--- src/rtl/barrett_sched_pkg.sv ---
// Shared types and widths for the Barrett reduction scheduler.
package barrett_pkg;

    localparam int DATA_W      = 64;
    localparam int RES_W       = 128;

    // Default requester count; the tag ID field is sized from it.
    localparam int NUM_REQ_DEF = 4;
    localparam int ID_W        = $clog2(NUM_REQ_DEF);

    typedef enum logic [1:0] {
        ST_IDLE  = 2'd0,
        ST_RUN   = 2'd1,
        ST_DRAIN = 2'd2,
        ST_LOAD  = 2'd3
    } sched_state_e;

    typedef struct packed {
        logic            valid;
        logic [ID_W-1:0] id;
    } tag_t;

    // Next in-flight count; the caller flags overflow separately.
    function automatic int unsigned inflight_next(input int unsigned cnt,
                                                  input logic inc,
                                                  input logic dec);
        int unsigned n;
        n = cnt;
        if (inc && !dec) n = cnt + 1;
        if (dec && !inc) n = (cnt == 0) ? 0 : cnt - 1;
        return n;
    endfunction

endpackage

--- src/rtl/barrett_sched_if.sv ---
// Bus between the scheduler and the shared barrett_pipelined unit.
// master: scheduler side, slave: reduction unit side.
interface barrett_sched_if;
    import barrett_pkg::*;

    logic              bm_start;
    logic [DATA_W-1:0] bm_x;
    logic [DATA_W-1:0] bm_m;
    logic [DATA_W-1:0] bm_mu;
    logic [RES_W-1:0]  bm_result;
    logic              bm_valid;

    modport master (
        output bm_start, bm_x, bm_m, bm_mu,
        input  bm_result, bm_valid
    );

    modport slave (
        input  bm_start, bm_x, bm_m, bm_mu,
        output bm_result, bm_valid
    );

endinterface

--- src/rtl/barrett_sched_rr_arbiter.sv ---
// Round-robin arbiter: combinational grant searching from last_grant+1,
// pointer moves only when the grant is actually accepted.
module rr_arbiter #(
    parameter int NUM_REQ = 4
) (
    input  logic                       clk_i,
    input  logic                       rst_ni,
    input  logic                       en_i,
    input  logic [NUM_REQ-1:0]         req_i,
    input  logic                       accept_i,
    output logic [NUM_REQ-1:0]         gnt_o,
    output logic [$clog2(NUM_REQ)-1:0] gnt_id_o
);

    localparam int IDX_W = $clog2(NUM_REQ);

    logic [IDX_W-1:0] last_q;
    logic [IDX_W-1:0] cand;
    logic             found;

    // Select the first valid requester after the last one served.
    always_comb begin
        gnt_o    = '0;
        gnt_id_o = '0;
        cand     = '0;
        found    = 1'b0;
        if (en_i) begin
            for (int k = 1; k <= NUM_REQ; k++) begin
                cand = IDX_W'((int'(last_q) + k) % NUM_REQ);
                if (!found && req_i[cand]) begin
                    found       = 1'b1;
                    gnt_o[cand] = 1'b1;
                    gnt_id_o    = cand;
                end
            end
        end
    end

    // Priority pointer; reset value makes requester 0 first in line.
    always_ff @(posedge clk_i or negedge rst_ni) begin
        if (!rst_ni) begin
            last_q <= IDX_W'(NUM_REQ - 1);
        end else if (accept_i) begin
            last_q <= gnt_id_o;
        end
    end

endmodule

--- src/rtl/barrett_sched.sv ---
// Shares one pipelined Barrett reduction unit among NUM_REQ requesters.
// Each issue carries a {valid, id} tag down a pipeline matched to the unit
// latency so the result can be routed back to the requester that sent it.
// A modulus change drains the pipeline first, so in-flight work always
// finishes with the m/mu it was issued with.
//
// state    | meaning
// ST_IDLE  | no modulus loaded, all requesters held off
// ST_RUN   | arbitrating, up to one issue per cycle
// ST_DRAIN | new modulus pending, waiting for in-flight work to retire
// ST_LOAD  | m/mu written this cycle, cfg_ready_o high
module barrett_sched
    import barrett_pkg::*;
#(
    parameter int NUM_REQ = NUM_REQ_DEF,
    parameter int LATENCY = 4
) (
    input  logic                           clk_i,
    input  logic                           rst_ni,
    input  logic [NUM_REQ-1:0]             req_valid_i,
    input  logic [NUM_REQ-1:0][DATA_W-1:0] req_x_i,
    output logic [NUM_REQ-1:0]             req_ready_o,
    input  logic                           cfg_valid_i,
    input  logic [DATA_W-1:0]              cfg_m_i,
    input  logic [DATA_W-1:0]              cfg_mu_i,
    output logic                           cfg_ready_o,
    barrett_sched_if.master                bm,
    output logic [NUM_REQ-1:0]             resp_valid_o,
    output logic [DATA_W-1:0]              resp_r_o,
    output logic                           busy_o,
    output logic                           err_o
);

    localparam int IDX_W = $clog2(NUM_REQ);
    localparam int CNT_W = $clog2(LATENCY + 2);
    localparam logic [CNT_W-1:0] CNT_MAX = CNT_W'(LATENCY + 1);

    sched_state_e        state_q;
    logic [DATA_W-1:0]   m_q;
    logic [DATA_W-1:0]   mu_q;
    logic                cfg_ready_q;

    logic                arb_en;
    logic [NUM_REQ-1:0]  gnt;
    logic [IDX_W-1:0]    gnt_id;
    logic                hs;

    logic                iss_valid_q;
    logic [DATA_W-1:0]   iss_x_q;
    logic [IDX_W-1:0]    iss_id_q;

    tag_t                tag_q [LATENCY];
    tag_t                tag_out;
    logic                rsp_hit;

    logic [NUM_REQ-1:0]  resp_valid_d;
    logic [NUM_REQ-1:0]  resp_valid_q;
    logic [DATA_W-1:0]   resp_r_q;

    logic [CNT_W-1:0]    cnt_d;
    logic [CNT_W-1:0]    cnt_q;
    logic                cnt_ovf;
    logic                err_d;
    logic                err_q;

    rr_arbiter #(
        .NUM_REQ (NUM_REQ)
    ) u_arb (
        .clk_i    (clk_i),
        .rst_ni   (rst_ni),
        .en_i     (arb_en),
        .req_i    (req_valid_i),
        .accept_i (hs),
        .gnt_o    (gnt),
        .gnt_id_o (gnt_id)
    );

    // Grants only go to valid requesters, so any grant is a handshake.
    // A pending configuration blocks grants in the same cycle.
    always_comb begin
        arb_en  = (state_q == ST_RUN) && !cfg_valid_i;
        hs      = |gnt;
        tag_out = tag_q[LATENCY-1];
        rsp_hit = tag_out.valid && bm.bm_valid;

        resp_valid_d = '0;
        for (int i = 0; i < NUM_REQ; i++) begin
            resp_valid_d[i] = rsp_hit && (tag_out.id == ID_W'(i));
        end

        cnt_ovf = hs && !rsp_hit && (cnt_q == CNT_MAX);
        cnt_d   = cnt_ovf ? cnt_q
                          : CNT_W'(inflight_next(int'(cnt_q), hs, rsp_hit));

        err_d = err_q
              | (tag_out.valid != bm.bm_valid)
              | (bm.bm_valid && (|bm.bm_result[RES_W-1:DATA_W]))
              | cnt_ovf;
    end

    // Sequencing FSM with configuration registers and registered cfg_ready.
    always_ff @(posedge clk_i or negedge rst_ni) begin
        if (!rst_ni) begin
            state_q     <= ST_IDLE;
            m_q         <= '0;
            mu_q        <= '0;
            cfg_ready_q <= 1'b0;
        end else begin
            cfg_ready_q <= 1'b0;
            case (state_q)
                ST_IDLE: begin
                    if (cfg_valid_i) begin
                        state_q     <= ST_LOAD;
                        cfg_ready_q <= 1'b1;
                    end
                end
                ST_RUN: begin
                    if (cfg_valid_i) begin
                        state_q <= ST_DRAIN;
                    end
                end
                ST_DRAIN: begin
                    if ((cnt_q == '0) && !iss_valid_q) begin
                        state_q     <= ST_LOAD;
                        cfg_ready_q <= 1'b1;
                    end
                end
                ST_LOAD: begin
                    m_q     <= cfg_m_i;
                    mu_q    <= cfg_mu_i;
                    state_q <= ST_RUN;
                end
                default: state_q <= ST_IDLE;
            endcase
        end
    end

    // Issue stage, tag pipeline, result routing, in-flight count, error flag.
    always_ff @(posedge clk_i or negedge rst_ni) begin
        if (!rst_ni) begin
            iss_valid_q  <= 1'b0;
            iss_x_q      <= '0;
            iss_id_q     <= '0;
            for (int k = 0; k < LATENCY; k++) begin
                tag_q[k] <= '0;
            end
            resp_valid_q <= '0;
            resp_r_q     <= '0;
            cnt_q        <= '0;
            err_q        <= 1'b0;
        end else begin
            iss_valid_q <= hs;
            if (hs) begin
                iss_x_q  <= req_x_i[gnt_id];
                iss_id_q <= gnt_id;
            end
            // Stage 0 follows the issue register so the last stage lines up
            // with bm_valid LATENCY cycles after bm_start.
            tag_q[0] <= '{valid: iss_valid_q, id: ID_W'(iss_id_q)};
            for (int k = 1; k < LATENCY; k++) begin
                tag_q[k] <= tag_q[k-1];
            end
            resp_valid_q <= resp_valid_d;
            if (rsp_hit) begin
                resp_r_q <= bm.bm_result[DATA_W-1:0];
            end
            cnt_q <= cnt_d;
            err_q <= err_d;
        end
    end

    assign req_ready_o  = gnt;
    assign cfg_ready_o  = cfg_ready_q;
    assign bm.bm_start  = iss_valid_q;
    assign bm.bm_x      = iss_x_q;
    assign bm.bm_m      = m_q;
    assign bm.bm_mu     = mu_q;
    assign resp_valid_o = resp_valid_q;
    assign resp_r_o     = resp_r_q;
    assign busy_o       = (state_q != ST_IDLE) && (cnt_q != '0);
    assign err_o        = err_q;

endmodule

--- src/flat_wrapper.sv ---
// flat-port wrapper written by rule: the top's interface ports become plain ports
module barrett_sched_flat import barrett_pkg::*;
#(
    parameter int NUM_REQ = NUM_REQ_DEF,
    parameter int LATENCY = 4
)
  (clk_i, rst_ni, req_valid_i, req_x_i, req_ready_o, cfg_valid_i, cfg_m_i, cfg_mu_i, cfg_ready_o, resp_valid_o, resp_r_o, busy_o, err_o, bm_bm_start, bm_bm_x, bm_bm_m, bm_bm_mu, bm_bm_result, bm_bm_valid);
  barrett_sched_if bm_i ();
  input  logic clk_i;
  input  logic rst_ni;
  input  logic [NUM_REQ-1:0] req_valid_i;
  input  logic [NUM_REQ-1:0][DATA_W-1:0] req_x_i;
  output logic [NUM_REQ-1:0] req_ready_o;
  input  logic cfg_valid_i;
  input  logic [DATA_W-1:0] cfg_m_i;
  input  logic [DATA_W-1:0] cfg_mu_i;
  output logic cfg_ready_o;
  output logic [NUM_REQ-1:0] resp_valid_o;
  output logic [DATA_W-1:0] resp_r_o;
  output logic busy_o;
  output logic err_o;
  output wire logic [$bits(bm_i.bm_start)-1:0] bm_bm_start;
  output wire logic [$bits(bm_i.bm_x)-1:0] bm_bm_x;
  output wire logic [$bits(bm_i.bm_m)-1:0] bm_bm_m;
  output wire logic [$bits(bm_i.bm_mu)-1:0] bm_bm_mu;
  input wire logic [$bits(bm_i.bm_result)-1:0] bm_bm_result;
  input wire logic [$bits(bm_i.bm_valid)-1:0] bm_bm_valid;
  assign bm_bm_start = bm_i.bm_start;
  assign bm_bm_x = bm_i.bm_x;
  assign bm_bm_m = bm_i.bm_m;
  assign bm_bm_mu = bm_i.bm_mu;
  assign bm_i.bm_result = bm_bm_result;
  assign bm_i.bm_valid = bm_bm_valid;
  barrett_sched #(.NUM_REQ(NUM_REQ), .LATENCY(LATENCY)) u_core (.clk_i(clk_i), .rst_ni(rst_ni), .req_valid_i(req_valid_i), .req_x_i(req_x_i), .req_ready_o(req_ready_o), .cfg_valid_i(cfg_valid_i), .cfg_m_i(cfg_m_i), .cfg_mu_i(cfg_mu_i), .cfg_ready_o(cfg_ready_o), .bm(bm_i), .resp_valid_o(resp_valid_o), .resp_r_o(resp_r_o), .busy_o(busy_o), .err_o(err_o));
endmodule
--- config.mk ---
export PLATFORM = sky130hd
export DESIGN_NAME = barrett_sched_flat
export DESIGN_NICKNAME = d
export VERILOG_FILES = /design/src/rtl/barrett_sched_pkg.sv /design/src/rtl/barrett_sched_if.sv /design/src/rtl/barrett_sched_rr_arbiter.sv /design/src/rtl/barrett_sched.sv /design/src/flat_wrapper.sv
export SDC_FILE = /design/constraint.sdc
export NUM_CORES = 1
export LEC_CHECK = 0
export CORE_AREA = 2 2 311 313
export DETAILED_ROUTE_END_ITERATION = 8
export DIE_AREA = 0 0 313 315
export SETUP_SLACK_MARGIN = 0.15
export SYNTH_ARGS = -nofsm -noshare
export SYNTH_HDL_FRONTEND = slang
export SYNTH_SLANG_ARGS = --single-unit
--- constraint.sdc ---
create_clock -name clk_i -period 4 [get_ports clk_i]
set_input_delay 0.8 -clock clk_i [delete_from_list [all_inputs] [get_ports clk_i]]
set_output_delay 0.8 -clock clk_i [all_outputs]
set_load 0.005 [all_outputs]
# Word level (Yosys, flattened, before mapping)
# Index checks and enable logic that the tools add are counted.
# classes
n_mux	47
reduce_logical	36
n_lt_le_gt_ge	9
n_addsub	6
eq_ne	11
bitwise	7
# op_table
cell	n
binary-select mux 64 bit (select 2 bit)	1
two-way mux 64 bit	1
OR reduction 64 bit	1
two-way mux 4 bit	8
logical AND 1 bit	19
two-way mux 1 bit	16
two-way mux 2 bit	8
less-than comparator 2 x 3 -> 1 bit (second input constant)	5
OR 4 bit	3
two-way mux 3 bit	3
binary-select mux 1 bit (select 2 bit)	4
demux 1 bit (select 2 bit)	4
equality test 2 bit (second input constant)	4
>= comparator 2 x 1 -> 1 bit (second input constant)	4
case mux 2 bit (4 select lines)	1
zero test 1 bit	7
adder 2 x 1 -> 2 bit (second input constant)	2
adder 2 bit (second input constant)	2
equality test 2 x 1 -> 1 bit (second input constant)	2
zero test 2 bit	2
!= test 2 bit (second input constant)	2
nonzero test 2 bit	2
OR reduction 4 bit	1
adder 3 x 1 -> 3 bit (second input constant)	1
11 further kinds	13
# word_totals
out_inout_bits	268
word_cells	136
ff_bits	284

# Depth between registers and ports, before layout
# Gate-level depths: netlist of run 1.
# logic_depth
depth_word	22
mapped_depth	13

# Modules after synthesis
# Synthesis of run 1 repeated with hierarchy kept, for this count alone.
# unflattened
cells_unflattened	907
hier_area_um2	12622.1
# by_module_without_submodules
mod	cells_each	instances	area_per_inst_um2	seq_area_each_um2
barrett_sched	851	1	12084.1	7056.8
rr_arbiter	56	1	538.0	52.6

# Least setup slack after synthesis of run 1
# No wires, ideal clock.
# synth_path
path_type	register -> register
startpoint	reg u_core.u_arb.last_q[0]
endpoint	reg u_core.cnt_q[0]
path_buffers	2
stages_incl_launch_ff	13
synth_period_minus_slack_ns	3.493
arrival_ns	3.369
slack_ns	0.507
setup_ns	0.124
required_time_ns	3.876
cell_sequence	dfstp_2 buf_2 inv_1 ha_1 mux4_2 a21oi_1 nor3b_1 a211o_1 nor4_4 inv_2 buf_4 mux2i_1 a211o_1
# synth_between
elab_chain_cells	22
elab_cells_between_ends	64
# synth_lines
element	line_no	rtl
start: declaration	barrett_sched_rr_arbiter.sv:17	logic [IDX_W-1:0] last_q;
start signal: assignment	barrett_sched_rr_arbiter.sv:42	last_q <= IDX_W'(NUM_REQ - 1);
start signal: assignment	barrett_sched_rr_arbiter.sv:44	last_q <= gnt_id_o;
parallel branches: the longest is 15 deep, another holds less-than comparator 2 x 3 -> 1 bit	n/a	
two-way mux 4 bit (*)	barrett_sched_rr_arbiter.sv:30	if (!found && req_i[cand]) begin
two-way mux 4 bit (*)	barrett_sched_rr_arbiter.sv:27	if (en_i) begin
named net req_ready_o[0]	flat_wrapper.sv:13	output logic [NUM_REQ-1:0] req_ready_o;
OR reduction 4 bit (*)	barrett_sched.sv:82	hs = |gnt;
named net u_core.hs	barrett_sched.sv:46	logic hs;
zero test 1 bit / logical AND 1 bit (equally long branches)	barrett_sched_pkg.sv:30, barrett_sched_pkg.sv:29, barrett_sched.sv:91	
logical AND 1 bit, on equally long branches	barrett_sched_pkg.sv:30, barrett_sched.sv:91	
nonzero test 2 bit (no line) / inverter 1 bit (equally long branches)	n/a	
AND reduction 2 bit (no line)	n/a	
end signal: assignment	barrett_sched.sv:167	cnt_q <= cnt_d;
end: declaration	barrett_sched.sv:61	logic [CNT_W-1:0] cnt_q;
# Mark *: on every way through the listed nets, which the timed path passes. The select of a mux whose other input is x is not followed.
# A chain may end at the register's enable or synchronous reset.

# Final worst setup path of run 1
# layout_path
startpoint	in req_valid_i[2]
endpoint	out req_ready_o[1]
# layout_between
elab_chain_cells	16
elab_cells_between_ends	31
# layout_lines
element	line_no	rtl
start: declaration	flat_wrapper.sv:11	input logic [NUM_REQ-1:0] req_valid_i;
binary-select mux 1 bit (select 2 bit)	barrett_sched_rr_arbiter.sv:30	
two-way mux 1 bit (implied by the code)	barrett_sched_rr_arbiter.sv:30	
two-way mux 1 bit	barrett_sched_rr_arbiter.sv:30	
two-way mux 1 bit	barrett_sched_rr_arbiter.sv:27	
zero test 1 bit	barrett_sched_rr_arbiter.sv:30	
logical AND 1 bit	barrett_sched_rr_arbiter.sv:30	
two-way mux 1 bit	barrett_sched_rr_arbiter.sv:30	
two-way mux 1 bit	barrett_sched_rr_arbiter.sv:27	
zero test 1 bit	barrett_sched_rr_arbiter.sv:30	
logical AND 1 bit	barrett_sched_rr_arbiter.sv:30	
two-way mux 1 bit	barrett_sched_rr_arbiter.sv:30	
two-way mux 1 bit	barrett_sched_rr_arbiter.sv:27	
zero test 1 bit	barrett_sched_rr_arbiter.sv:30	
logical AND 1 bit	barrett_sched_rr_arbiter.sv:30	
two-way mux 4 bit (*)	barrett_sched_rr_arbiter.sv:30	
two-way mux 4 bit (*)	barrett_sched_rr_arbiter.sv:27	
end: declaration	flat_wrapper.sv:13	
# Mark *: on every way between the ends. The rest lies on a longest branch, timed or not. The select of a mux whose other input is x is not followed.

==> results by group, run 1 <==
Worst setup path
  – CP required: 3200 ps
  – Crit path DAT: a little under 3000 ps
  – Crit Path Max Fanout: 10
  – CP Launch Type: primary input
  – WS Path Type: in -> out
  – Crit end category: primary output

Floorplan
  – Row cnt: approximately 110
  – Top Ports: 788
  – Initial Utilization: 13.7%
  – Die ar.: between 0.09 and 0.1 mm2
  – Height of the die: 315 um
  – Die span in x: 313 um
  – Core area: ~0.096 mm2

Placement
  – Dpl cells: 3066
  – Pre-CTS WS: -57.9 ps
  – DP HPWL: 40.2 mm
  – IO Port Bufs: 787
  – Placed cell areas: 0.0231 mm2
  – Final Wtd Congestion: 0.790

Drt
  – Drt via density: 3.54
  – Met3 Wirelength: 4.13 mm
  – Met2 routed WL: between 20 and 30 mm
  – DRC: 0
  – Total routed wirelength: 50.4 mm
  – Met1 Wirelength: 19.1 mm
  – Total number of vias: 11100
  – Total iterations of the first detailed-routing run: 4
  – Max layer used: met5
  – DRT iter0 DRCs: approximately 330
  – WL/cell: ~16 um
  – Antenna Nets Post-Route: 0

Clock tree
  – CTS Buf Count: 37
  – Worst-path clk slew: around 60 ps
  – Clock Tree Root: clkbuf_16
  – Maximum clock path buffer count: 3
  – Latest clock arrival within the worst-skew pair: 550 ps
  – Post-CTS Hold Buffers: 0
  – H-tree levels: 2
  – Clock Sink Count: 284
  – CTS tree: done

STA
  – Setup violations, final: 0
  – Fin. max-slew vios: 0
  – Fin worst setup slack: 223 ps
  – RSZ-0062 raised after global routing: false
  – Max Clock Freq: between 0.2 and 0.3 GHz
  – Total negative setup slack: 0 ps
  – Slew HR: 42.5%
  – Fin crit share: 94.4%
  – Worst-margin pin slew: between 800 and 900 ps
  – Crit path time final: 3780 ps
  – Fin. Hold Viols: 0
  – Worst clock skew: 13.5 ps

Finish
  – # fillers: 10200
  – Final instance area: 0.0244 mm2
  – Nets: around 2400
  – Non-filler instance count after layout: about 3100
  – Layout cell share with drive strength beyond 1: 22.3%
  – Area Growth Syn to Fin: 85.9%

Flow run
  – Max-cap violation count: 0

Yosys
  – Part of the Yosys area used for sequential elements: 54.2%
  – Synth cell types: 40
  – #FFs+latches synth: 284
  – Net Count, Synth: 1525
  – Mapped Avg Cell Area: 13.2 um2
  – Post-Syn Area: 0.0131 mm2
  – Yosys warns: 0
  – Post-Syn Instances: 991

Power
  – Total chip power: 15.7 mW
  – Maximum VDD drop: 0.000334 V
  – Pwr dens: between 600 and 700 mW/mm2
  – Pleak: 9.52 nW

Global routing
  – Initial antenna violation count: 6
  – Vias in the first global route: 11500
  – Gr usage total: 9.66%
  – First-pass GRT wire length: approximately 72 mm
  – Largest net degree at the start of global routing: 67
  – Overflow after GRT: 0

Hold path
  – HP Class: in -> async

Run status
  – Status: finished, final reports clean
-- flip-flops by register name, summed over array words and instances, names as in the netlist --
register / flops
u_core.bm.bm_x: 64
u_core.bm.bm_mu: 64
u_core.resp_valid_o: 4
u_core.cnt_q: 3
u_core.tag_q: 9
u_core.bm.bm_m: 64
u_core.state_q: 2
u_core.tag_out: 3
u_core.resp_r_o: 64
u_core.cfg_ready_o: 1
u_core.iss_id_q: 2
u_core.u_arb.last_q: 2
u_core.err_o: 1
u_core.bm.bm_start: 1
-- layout by cell type (no fill, tap or decap), drive strengths merged, types with 2 or more instances in the layout --
master and n:
nor4bb 2, nor2 9, diode 2, dfrtp 282, and3 6, nand2 73, clkinv 5, o21ai 67
mux2 258, a211o 5, a21oi 10, clkdlybuf4s50 781, dfstp 2, nor3b 7, nor3 2, inv 10
buf 81, nand2b 6, dlygate4sd2 4, mux4 4, nand4 4, nor4 19, clkbuf 57, nand3b 2
mux2i 132, clkinvlp 2, o41ai 2, o22a 2, ha 14
-- layout make-up --
class | instances | area (um2) | area share, %
Timing Repair Buffer | 867 | 8640 | 35.5
Clock inverter | 8 | 75.1 | 0.308
Inverter | 10 | 41.3 | 0.169
Antenna cell | 2 | 5.00 | 0.0205
Sequential cell | 284 | 7110 | 29.2
Tap cell | 1276 | 1600 | 6.55
Clock buffer | 57 | 1140 | 4.69
Multi-Input combinational cell | 635 | 5770 | 23.7
-- synth_stat cells --
cell         n  area, um2
and3_1       6       37.5
buf_4       14        105
a211o_1      5       43.8
buf_2       13       65.1
mux2i_1    132       1320
a21o_1       1       7.51
nor4_4       1       21.3
a41oi_1      1       8.76
nand3b_1     2       15.0
o22a_1       2       17.5
o21ai_0     42        210
nand2b_1     6       37.5
mux4_2       3       67.6
nand2_1     73        274
nor4b_1      1       8.76
ha_1        14        175
a311oi_1     1       8.76
or3b_2       1       8.76
o21a_1       1       7.51
inv_2        1       3.75
o2bb2ai_1    1       8.76
nand4_1      4       25.0
nor4bb_1     2       20.0
o41ai_1      2       17.5
nor3b_1      7       52.6
mux2_1       2       22.5
a21oi_1     10       50.1
o31ai_1      1       7.51
nor2_1       9       33.8
nor4_1      18        113
mux2_2     256       2880
o21ai_1     25        125
o311a_1      1       10.0
dfstp_2      2       52.6
clkbuf_1    36        135
nor3_1       2       10.0
dfrtp_1    282       7060
o211ai_1     1       7.51
o311ai_0     1       8.76
inv_1        9       33.8
-- through the flow --
step / utilization, % / hold WS (ps)
after global placement: 24.1 / 335
final: 25.5 / 235
after detailed placement: 24.1 / 336
after floorplan: - / 331
after CTS: 25.4 / 190
after global routing: 25.5 / 227
-- critical path: stages --
cell and delay [ps]:
clkdlybuf4s50_1 450, buf_12 160, mux4_2 530, buf_4 190, a21oi_1 150, nor3b_1 70
a211o_1 320, dlygate4sd2_1 290
-- kinds of logic after synthesis --
| logic type | count (synthesis) | synth area share [%] |
|---|---|---|
| AO/OA/AOI/OAI | 95 | 4.11 |
| adder cells (fa/ha/maj) | 14 | 1.34 |
| buffers and inverters | 73 | 2.61 |
| flip-flops | 284 | 54.2 |
| multiplexers | 393 | 32.7 |
| AND/OR/NAND/NOR | 132 | 5.01 |
-- power breakdown --
part	internal [mW]	leakage, nW	switching (mW)
clock network	2.03	0.601	1.33
logic	4.64	5.50	2.63
registers	4.30	3.42	0.795
-- per-layer routing --
metal	vias to the layer above	global-route usage [%]
met5	-	0
met4	4	3.61
met3	76	3.17
met2	470	17.4
met1	5300	10.5
li1	5258	-
-- worst paths after layout --
path | end | cells after the start | startpoint | slack, ps
setup / recovery | req_ready_o[1] | 8 | req_valid_i[2] | 220
hold / removal | u_core.bm.bm_mu[19] | 1 | rst_ni | 240
setup reg to reg | u_core.bm.bm_x[6] | 13 | u_core.u_arb.last_q[1] | 540
hold reg to reg | u_core.tag_out[0] | 0 | u_core.tag_q[3] | 350
max in group asynchronous | u_core.bm.bm_x[12] | 2 | rst_ni | 2950
min in group clk_i | u_core.tag_out[0] | 0 | u_core.tag_q[3] | 350
-- timing repair --
| item | 4_1_cts | 5_1_grt |
|---|---|---|
| hold endpoints to repair | 0 | 0 |
| gates resized for setup | 13 | 4 |
| pin swaps | 3 | 4 |
| buffers inserted | 3 | 2 |
| cloned | 1 | 0 |
| setup endpoints to repair | 4 | 3 |
(Power assumes the default switching activity.)
==> run 2, diff against run 1 <==
--- a/config.mk
+++ b/config.mk
@@ -8,6 +8,7 @@
 export CORE_AREA = 2 2 311 313
 export DETAILED_ROUTE_END_ITERATION = 8
 export DIE_AREA = 0 0 313 315
+export REMOVE_ABC_BUFFERS = 1
 export SETUP_SLACK_MARGIN = 0.15
 export SYNTH_ARGS = -nofsm -noshare
 export SYNTH_HDL_FRONTEND = slang
==> results by group, run 2 (synthesis gave the netlist of run 1 again) <==
Drt
  – Total routed wirelength: 53.8 mm (+6.6%)
  – WL/cell: 17.3 um (+7.5%)
  – Total number of vias: 11000 (-1.1%)
  – Drt via density: 3.53 (-0.16%)
  – DRT iter0 DRCs: 446 (+37%)
  – DRC: 0 (unchanged)
  – Total iterations of the first detailed-routing run: 4 (unchanged)
  – Antenna Nets Post-Route: 0 (unchanged)

STA
  – Total negative setup slack: 0 ps (unchanged)
  – Fin. max-slew vios: 0 (unchanged)
  – Fin worst setup slack: 98.0 ps (-125 ps)
  – Setup violations, final: 0 (unchanged)
  – Slew HR: 44.0% (+1.4 points)
  – RSZ-0062 raised after global routing: true
  – Fin crit share: 97.6% (+3.1 points)
  – Worst-margin pin slew: 841 ps (-21.3 ps)
  – Max Clock Freq: 0.256 GHz (-3.2%)
  – Crit path time final: 3900 ps (+125 ps)
  – Fin. Hold Viols: 0 (unchanged)
  – Worst clock skew: 20.9 ps (+7.43 ps)

Power
  – Maximum VDD drop: 0.000331 V (-0.95%)
  – Pwr dens: 646 mW/mm2 (+0.26%)
  – Total chip power: 15.7 mW (-0.30%)
  – Pleak: 9.42 nW (-1.0%)

Finish
  – Nets: 2342 (-1.1%)
  – Most frequent cells in the layout: clkdlybuf4s50_1 (783), dfrtp_1 (282), mux2_2 (256), mux2i_1 (132), nand2_1 (72)
  – Area Growth Syn to Fin: 84.9%
  – Most common cell after layout, fill and taps aside: clkdlybuf4s50_1
  – Layout cell share with drive strength beyond 1: 21.6% (-0.68 points)
  – # fillers: 10000 (-1.4%)
  – Non-filler instance count after layout: 3111 (-0.89%)

Worst setup path
  – CP Launch Type: primary input
  – Crit path DAT: 3100 ps (+120 ps)
  – CP Cell Sequence: clkdlybuf4s50_1 -> buf_4 -> nor4b_2 -> nor3_1 -> nor4_4 -> buf_4 -> a211o_1 -> clkdlybuf4s50_1
  – CP required: 3200 ps (about the same)
  – WS Path Type: in -> out
  – Crit path largest cell delay: 480 ps (-50 ps)
  – Slowest stage cell, crit path: clkdlybuf4s50_1
  – Crit end category: primary output
  – Crit Path Max Fanout: 7 (-3)

Global routing
  – M3 GR Usage: 4.64% (+1.5 points)
  – Overflow after GRT: 0 (unchanged)
  – Global Route met2 Usage: 17.8% (+0.38 points)
  – Initial antenna violation count: 10 (+4)
  – Gr usage total: 10.5% (+0.81 points)
  – First-pass GRT wire length: 77.1 mm (+7.0%)
  – Met1 usage in global routing: 12.0% (+1.5 points)
  – Vias in the first global route: 11600 (+0.65%)
  – Most Crowded Layer GR: met2
  – Largest net degree at the start of global routing: 94 (+40%)

Clock tree
  – Clock Sink Count: 284 (unchanged)
  – CTS Buf Count: 35 (-5.4%)
  – Clock Tree Root: clkbuf_16
  – Post-CTS Hold Buffers: 0 (unchanged)
  – CTS tree: done
  – Latest clock arrival within the worst-skew pair: 570 ps (+20 ps)
  – H-tree levels: 2 (unchanged)
  – Maximum clock path buffer count: 3 (unchanged)
  – Worst-path clk slew: 60 ps (about the same)

Flow run
  – Max-cap violation count: 0 (unchanged)

Floorplan
  – Die span in x: 313 um (unchanged)
  – Initial Utilization: 13.7% (unchanged)
  – Die ar.: 0.0986 mm2 (unchanged)
  – Height of the die: 315 um (unchanged)
  – Top Ports: 788 (unchanged)
  – Core area: 0.0957 mm2 (unchanged)
  – Row cnt: 114 (unchanged)

Placement
  – Pre-CTS WS: 74.5 ps (+132 ps)
  – IO Port Bufs: 787 (unchanged)
  – DP HPWL: 42.8 mm (+6.4%)
  – Final Wtd Congestion: 0.776 (-1.8%)
  – Dpl cells: 3037 (-0.95%)

Hold path
  – HP Class: in -> async

Run status
  – Status: finished, final reports clean
run 2: power breakdown:
part | total [mW] | switching (mW) | internal, mW | leakage (nW)
combinational | 7.27 | 2.67 | 4.60 | 5.40
sequential | 5.04 | 0.741 | 4.30 | 3.42
clock | 3.36 | 1.32 | 2.04 | 0.600
run 2: layout make-up:
type / instances / area, um2 / share of cell area [%]
Timing Repair Buffer: 842 / 8480 / 35.0
Sequential cell: 284 / 7110 / 29.3
Multi-Input combinational cell: 635 / 5810 / 24.0
Tap cell: 1276 / 1600 / 6.58
Clock buffer: 50 / 1060 / 4.39
Clock inverter: 11 / 148 / 0.609
Inverter: 10 / 37.5 / 0.155
Antenna cell: 3 / 7.51 / 0.0310
run 2: critical path: cells and delay by family:
family                 cells  cell delay, ps
AOI/OAI and AO/OA          1             320
and+or+nand+nor            3             680
buffers and inverters      4            1300
run 2: metal layers:
layer / part of all wire, % / up-vias
met2: 49 / 504
li1: - / 5218
met1: 39 / 5205
met3: 10 / 58
met5: 0.063 / -
met4: 1.9 / 6
run 2: repair_timing:
action,in CTS,in global routing
gates cloned,1,0
buffers inserted,7,2
setup endpoints to repair,4,3
gates resized for setup,12,14
pin swaps,5,5
run 2: through the flow:
step | hold WS (ps) | util, % | area (um2)
2_1_floorplan | 331 | - | 12800
6_report | 285 | 25.3 | 24200
5_1_grt | 288 | 25.3 | 24200
4_1_cts | 262 | 25.2 | 24200
3_3_place_gp | 333 | 23.9 | 22800
3_5_place_dp | 335 | 23.9 | 22800
run 2: worst paths after layout:
kind / cells past startpoint / end / start / slack [ps]
setup / recovery: 8 / req_ready_o[1] / req_valid_i[0] / 100
hold / removal: 1 / u_core.resp_r_o[4] / rst_ni / 280
setup reg to reg: 13 / u_core.cnt_q[0] / u_core.u_arb.last_q[0] / 380
hold reg to reg: 0 / u_core.tag_out[0] / u_core.tag_q[3] / 350
max in group asynchronous: 2 / u_core.bm.bm_mu[12] / rst_ni / 2860
min in group clk_i: 0 / u_core.tag_out[0] / u_core.tag_q[3] / 350
